<file path="config.mk">
export PLATFORM = sky130hd
export DESIGN_NAME = mem_access_unit
export DESIGN_NICKNAME = d
export VERILOG_FILES = /design/src/rtl/mem_access_unit.sv
export SDC_FILE = /design/constraint.sdc
export NUM_CORES = 1
export LEC_CHECK = 0
export CORE_AREA = 5 5 153 155
export CTS_CLUSTER_DIAMETER = 150
export CTS_CLUSTER_SIZE = 24
export DETAILED_ROUTE_END_ITERATION = 6
export DIE_AREA = 0 0 158 160
export PLACE_DENSITY_LB_ADDON = 0.12
export SYNTH_ARGS = -nofsm -noshare
export SYNTH_HDL_FRONTEND = slang
export SYNTH_SLANG_ARGS = --single-unit
</file>
<file path="constraint.sdc">
create_clock -name clk -period 7.2 [get_ports clk]
set_input_delay 1.08 -clock clk [delete_from_list [all_inputs] [get_ports clk]]
set_output_delay 1.08 -clock clk [all_outputs]
set_load 0.005 [all_outputs]
</file>
<file path="src/rtl/mem_access_unit.sv">
// MEM-stage load/store engine: drives a req/gnt + rvalid handshake towards the
// data memory and holds the pipeline (stall_m) while an access is in flight.
// Store data/enables are lane-shifted on issue. Load data is lane-shifted and
// then sign/zero-extended into LoadDataM.
module mem_access_unit #(
    parameter int unsigned TIMEOUT_CYC = 255
) (
    input  logic        clk,
    input  logic        rst,
    input  logic [31:0] AluOutM,
    input  logic [31:0] StoreDataM,
    input  logic [3:0]  MemWriteM,
    input  logic        MemToRegM,
    input  logic [2:0]  RegWriteM,
    output logic        mem_req,
    output logic [31:0] mem_addr,
    output logic [3:0]  mem_we,
    output logic [31:0] mem_wdata,
    input  logic        mem_gnt,
    input  logic        mem_rvalid,
    input  logic [31:0] mem_rdata,
    output logic        stall_m,
    output logic [31:0] LoadDataM,
    output logic        err_m
);

    typedef enum logic [1:0] {
        IDLE,
        REQ,
        WAIT,
        DONE
    } state_t;

    // Counter value seen during the last permitted REQ/WAIT cycle.
    localparam logic [7:0] LAST_CNT = 8'(TIMEOUT_CYC - 1);

    state_t      state_q, state_d;
    logic [7:0]  cnt_q, cnt_d;
    logic        err_q, err_d;
    logic [31:0] addr_q, wdata_q, ld_q;
    logic [3:0]  we_q;
    logic [1:0]  off_q;
    logic [2:0]  ltype_q;
    logic        load_q;

    logic [1:0]  off;
    logic        is_load, access, misaligned;
    logic [3:0]  we_shift;
    logic [31:0] wdata_shift, rd_shift, ext_data;
    logic        latch_req, capture, last_cyc;

    // Decode the latched MEM-stage fields: access kind, lane shifts, alignment.
    always_comb begin
        off         = AluOutM[1:0];
        is_load     = MemToRegM;
        access      = MemToRegM | (|MemWriteM);
        we_shift    = is_load ? '0 : (MemWriteM << off);
        wdata_shift = StoreDataM << {off, 3'b000};
        misaligned  = 1'b0;
        if (is_load) begin
            case (RegWriteM)
                3'd3:       misaligned = (off != 2'b00);
                3'd2, 3'd5: misaligned = off[0];
                default:    misaligned = 1'b0;
            endcase
        end else begin
            case (MemWriteM)
                4'b1111: misaligned = (off != 2'b00);
                4'b0011: misaligned = off[0];
                default: misaligned = 1'b0;
            endcase
        end
    end

    // Align the returned word to lane 0 and extend according to the load type.
    always_comb begin
        rd_shift = mem_rdata >> {off_q, 3'b000};
        case (ltype_q)
            3'd1:    ext_data = {{24{rd_shift[7]}}, rd_shift[7:0]};
            3'd2:    ext_data = {{16{rd_shift[15]}}, rd_shift[15:0]};
            3'd4:    ext_data = {24'd0, rd_shift[7:0]};
            3'd5:    ext_data = {16'd0, rd_shift[15:0]};
            default: ext_data = rd_shift;
        endcase
    end

    // Next-state logic, timeout counting and error/capture decisions.
    always_comb begin
        state_d   = state_q;
        cnt_d     = '0;
        err_d     = 1'b0;
        capture   = 1'b0;
        latch_req = 1'b0;
        last_cyc  = (cnt_q == LAST_CNT);
        case (state_q)
            IDLE: begin
                if (access) begin
                    if (misaligned) begin
                        state_d = DONE;
                        err_d   = 1'b1;
                    end else begin
                        state_d   = REQ;
                        latch_req = 1'b1;
                    end
                end
            end
            REQ: begin
                cnt_d = cnt_q + 8'd1;
                if (mem_gnt && !load_q) begin
                    state_d = DONE;
                end else if (mem_gnt && mem_rvalid) begin
                    state_d = DONE;
                    capture = 1'b1;
                end else if (last_cyc) begin
                    state_d = DONE;
                    err_d   = 1'b1;
                end else if (mem_gnt) begin
                    state_d = WAIT;
                end
            end
            WAIT: begin
                cnt_d = cnt_q + 8'd1;
                if (mem_rvalid) begin
                    state_d = DONE;
                    capture = 1'b1;
                end else if (last_cyc) begin
                    state_d = DONE;
                    err_d   = 1'b1;
                end
            end
            default: begin
                state_d = IDLE;
            end
        endcase
        if (state_d != REQ && state_d != WAIT) begin
            cnt_d = '0;
        end
    end

    // Control state: FSM, timeout counter and the DONE-cycle error flag.
    always_ff @(posedge clk or posedge rst) begin
        if (rst) begin
            state_q <= IDLE;
            cnt_q   <= '0;
            err_q   <= 1'b0;
        end else begin
            state_q <= state_d;
            cnt_q   <= cnt_d;
            err_q   <= err_d;
        end
    end

    // Request fields are frozen at issue so they stay stable until gnt.
    always_ff @(posedge clk or posedge rst) begin
        if (rst) begin
            addr_q  <= '0;
            we_q    <= '0;
            wdata_q <= '0;
            off_q   <= '0;
            ltype_q <= '0;
            load_q  <= 1'b0;
        end else if (latch_req) begin
            addr_q  <= {AluOutM[31:2], 2'b00};
            we_q    <= we_shift;
            wdata_q <= wdata_shift;
            off_q   <= off;
            ltype_q <= RegWriteM;
            load_q  <= is_load;
        end
    end

    // Load result register: only a completed read updates it.
    always_ff @(posedge clk or posedge rst) begin
        if (rst) begin
            ld_q <= '0;
        end else if (capture) begin
            ld_q <= ext_data;
        end
    end

    // Pipeline hold: in IDLE it follows the incoming access request directly.
    always_comb begin
        case (state_q)
            IDLE:      stall_m = access;
            REQ, WAIT: stall_m = 1'b1;
            default:   stall_m = 1'b0;
        endcase
    end

    assign mem_req   = (state_q == REQ);
    assign mem_we    = (state_q == REQ) ? we_q : '0;
    assign mem_addr  = addr_q;
    assign mem_wdata = wdata_q;
    assign LoadDataM = ld_q;
    assign err_m     = err_q;

endmodule

</file>
==> flow_results.xml <==
<?xml version="1.0" encoding="UTF-8"?>
<metrics>
  <group name="floorplan">
    <metric name="top_level_ports" unit="">211</metric>
    <metric name="dieArea" unit="um^2">25280</metric>
    <metric name="core" unit="um^2">21690</metric>
    <metric name="width_of_the_die" unit="um">158</metric>
    <metric name="core.rowCount" unit="">54</metric>
    <metric name="initial_core_util" unit="">0.2664</metric>
    <metric name="die_height" unit="um">160</metric>
  </group>
  <group name="sta">
    <metric name="maxSlewHeadroom" unit="">0.1677</metric>
    <metric name="finClkSkew" unit="ns">0.01420</metric>
    <metric name="finalCriticalPeriod" unit="ns">3.979</metric>
    <metric name="tightest_slew" unit="ns">1.239</metric>
    <metric name="hold_violations" unit="">0</metric>
    <metric name="fin_tns_setup" unit="ns">0</metric>
    <metric name="timing.final.crit_share" unit="">0.5526</metric>
    <metric name="finalHoldWorstSlack" unit="ns">0.4667</metric>
    <metric name="rsz0062_at_grt" unit="">no</metric>
    <metric name="final-setup-viol-count" unit="">0</metric>
    <metric name="clock.fmax" unit="MHz">251.3</metric>
    <metric name="final_max_slew_viol_count" unit="">0</metric>
  </group>
  <group name="critical_path">
    <metric name="crit_path_cell_trace" unit="">clkdlybuf4s50_1, o41ai_4, a21oi_1, clkdlybuf4s50_1</metric>
    <metric name="reg2reg_slack" unit="ns">4.50</metric>
    <metric name="crit_arrival" unit="ns">2.90</metric>
    <metric name="timing.critical_path.from_type" unit="">primary input</metric>
    <metric name="crit_fanout" unit="">10</metric>
    <metric name="critical_path.most_common_cell" unit="">clkdlybuf4s50_1</metric>
    <metric name="setup.worst_path.class" unit="">primary input to output pin</metric>
    <metric name="timing.critical_path.to_type" unit="">output pin</metric>
    <metric name="critical_path.max_stage_delay" unit="ns">0.61</metric>
    <metric name="regToRegStartpoint" unit="">off_q[1]</metric>
    <metric name="worstPathRequired" unit="ns">6.12</metric>
    <metric name="critical_path.slowest_cell" unit="">clkdlybuf4s50_1</metric>
    <metric name="worstRegToRegCells" unit="">5</metric>
    <metric name="worst_reg2reg_path_endpoint" unit="">LoadDataM[28]</metric>
  </group>
  <group name="global_routing">
    <metric name="grt_antenna_before_repair" unit="">1</metric>
    <metric name="grt_first_pass_wirelength" unit="um">29640</metric>
    <metric name="grt.total_usage" unit="">0.1485</metric>
    <metric name="grt_start_max_net_pins" unit="">60</metric>
    <metric name="global_route_overflow" unit="">0</metric>
    <metric name="grt_pass1_vias" unit="">5307</metric>
  </group>
  <group name="detailed_routing">
    <metric name="route.detailed.vias_per_inst" unit="">4.646</metric>
    <metric name="drt-wirelength-per-cell" unit="um">17.24</metric>
    <metric name="totalWireLength" unit="um">19010</metric>
    <metric name="detailedRoute.firstPassIterationCount" unit="">4</metric>
    <metric name="drtAntennaViolNets" unit="">0</metric>
    <metric name="detail_route.iter0.violations" unit="">218</metric>
    <metric name="vias" unit="">5125</metric>
    <metric name="drc_errors" unit="">0</metric>
  </group>
  <group name="clock_network">
    <metric name="numCtsBuffers" unit="">17</metric>
    <metric name="cts_repair_resize_count" unit="">0</metric>
    <metric name="cts_max_level" unit="">4</metric>
    <metric name="ctsRootBufferMaster" unit="">clkbuf_16</metric>
    <metric name="hold_fix_buffers_at_cts" unit="">0</metric>
    <metric name="insertion_delay" unit="ns">0.41</metric>
    <metric name="post-cts-setup-buffers" unit="">0</metric>
    <metric name="tritoncts" unit="">done</metric>
    <metric name="cts.reportedPaths.clkPinSlew" unit="ns">0.05</metric>
    <metric name="clk_path_buf_depth" unit="">2</metric>
    <metric name="cts.sink_count" unit="">115</metric>
  </group>
  <group name="synthesis">
    <metric name="netlist_instances" unit="">618</metric>
    <metric name="synth.cell_area" unit="um^2">5777</metric>
    <metric name="yosys_most_used_dff" unit="">dfrtp_1</metric>
    <metric name="postSynthRegisterBits" unit="">115</metric>
    <metric name="synth_top_family_by_area" unit="">simple AND/OR/NAND/NOR gates</metric>
    <metric name="synthesis.yosys.warnings" unit="">0</metric>
    <metric name="number_of_enable_type_register_cells_in_the_synthesized_netlist" unit="">0</metric>
    <metric name="async_reset_ff_frac" unit="">1.000</metric>
    <metric name="synthAdderAreaFrac" unit="">0.01300</metric>
    <metric name="synth_compound_area_frac" unit="">0.1601</metric>
    <metric name="synth_top_cells_by_area" unit="">dfrtp_1 50%, nand2_1 11%, mux2i_1 5.9%</metric>
    <metric name="post_synth_xor_area_fraction" unit="">0.01213</metric>
    <metric name="yosys.cell_types.count" unit="">48</metric>
    <metric name="yosys.area.top_type" unit="">dfrtp_1</metric>
    <metric name="post-synth-top-area-fraction" unit="">0.4982</metric>
    <metric name="synth_most_common_cell" unit="">nand2_1</metric>
    <metric name="ys_seq_area_frac" unit="">0.4982</metric>
    <metric name="synth_mux_area_frac" unit="">0.07841</metric>
    <metric name="syn-mean-instance-area" unit="um^2">9.348</metric>
    <metric name="synth_simple_gate_area_share" unit="">0.1930</metric>
    <metric name="yosys-top-cells-count" unit="">169 x nand2_1, 115 x dfrtp_1, 36 x a21oi_1</metric>
  </group>
  <group name="worst_hold_path">
    <metric name="whs_endpoint" unit="">mem_addr[26]</metric>
    <metric name="min_from" unit="">mem_addr[26]</metric>
    <metric name="hold_path_depth" unit="">2</metric>
    <metric name="hold_class" unit="">flip-flop to flip-flop</metric>
  </group>
  <group name="placement">
    <metric name="place.gp.congestion" unit="">0.7832</metric>
    <metric name="hpwl" unit="um">14040</metric>
    <metric name="placedInstanceArea" unit="um^2">8044</metric>
    <metric name="portBuffers" unit="">208</metric>
  </group>
  <group name="finish">
    <metric name="post_route_cells_drive_above_1_share" unit="">0.06934</metric>
    <metric name="post_layout_nets" unit="">923</metric>
    <metric name="final_area" unit="um^2">8662</metric>
    <metric name="area_growth_from_synthesis_to_final_layout" unit="%">49.95</metric>
  </group>
  <group name="power">
    <metric name="ir_drop_worst_case_vdd" unit="mV">0.1606</metric>
    <metric name="power_leakage" unit="nW">3.734</metric>
    <metric name="power-per-cell-area" unit="nW/um^2">419.4</metric>
  </group>
  <group name="run_status">
    <metric name="status" unit="">finished, final reports clean</metric>
  </group>
  <group name="flow_run">
    <metric name="cap_viol_max_count" unit="">0</metric>
  </group>
</metrics>
-- logic make-up after synthesis --
logic type / Yosys count
simple gates: 259
compound gates: 134
flops: 115
buf+inv: 52
mux: 43
xor+xnor: 8
fa+ha+maj: 6
other cells: 1
-- where the power goes --
part	switching, mW	total [mW]	internal (mW)
Clock	0.295	0.875	0.581
Combinational	0.743	1.60	0.860
Sequential	0.211	1.15	0.942
Total	1.25	3.63	2.38
-- metrics by stage --
stage                     utilization  instances  total power [mW]  setup slack (ns)
after floorplan                     -        619             1.950             3.076
after global placement         0.3709       1070             2.773             3.238
after detailed placement       0.3709       1070             2.802             3.170
after CTS                      0.3993       1102             3.706             3.185
after global routing           0.3994       1103             3.894             3.092
final                          0.3994       1103             3.633             3.221
-- layer usage --
layer	vias to the layer above	global-route usage	wire (um)
met2	135	0.2426	9248
met5	-	0	0
met3	15	0.03139	1138
li1	2502	-	-
met1	2473	0.1992	8356
met4	0	0.04110	269
-- cells in the final DEF, fill, tap and decap left out, types with 2 or more instances in the layout --
cell / n
buf_4: 7
o21ai_0: 22
dfrtp_1: 115
clkbuf_16: 17
nand4_1: 2
a31oi_1: 2
xnor2_1: 5
clkdlybuf4s50_1: 207
nor2_1: 34
a21oi_1: 36
or3_1: 2
a211oi_1: 25
inv_1: 7
mux2i_1: 34
and2_1: 12
o31ai_1: 8
conb_1: 2
o22ai_1: 2
clkinv_2: 2
a21o_1: 3
o22a_1: 19
xor2_1: 3
nand3_1: 6
mux2_2: 8
clkinvlp_4: 2
nor2_2: 2
clkbuf_1: 3
nor2b_1: 18
ha_1: 6
nand2_1: 169
clkbuf_8: 4
bufinv_16: 3
nand3b_1: 5
a22o_1: 8
-- worst max-delay path by stage --
stage	start	to	slack, ns	cells after the start
after floorplan	rst	LoadDataM[0]	3.08	1
after global placement	AluOutM[0]	mem_wdata[23]	3.24	6
after detailed placement	AluOutM[0]	mem_wdata[20]	3.17	6
after CTS	MemToRegM	stall_m	3.19	4
after global routing	MemToRegM	stall_m	3.09	4
final	MemToRegM	stall_m	3.22	4
-- flip-flops by register name, summed over array words and instances (netlist names) --
name,cells
LoadDataM,32
mem_wdata,32
mem_addr,30
cnt_q,8
we_q,4
ltype_q,3
off_q,2
state_q,2
err_m,1
load_q,1
-- worst max-delay path, delay by kind of cell --
family,cells,cell delay [ns]
buffers and inverters,2,1.08
AOI/OAI and AO/OA,2,0.74
-- final cells by class --
cell class / instances / area [um^2]
clock inverter: 8 / 123.9
multi-input combinational: 452 / 2654
antenna: 1 / 2.502
sequential: 115 / 2878
tap: 280 / 350.3
timing repair buffer: 215 / 2130
clock buffer: 24 / 491.7
fill: 2158 / 13030
inverter: 8 / 32.53
Note: power is estimated with default switching activity, not from simulation.
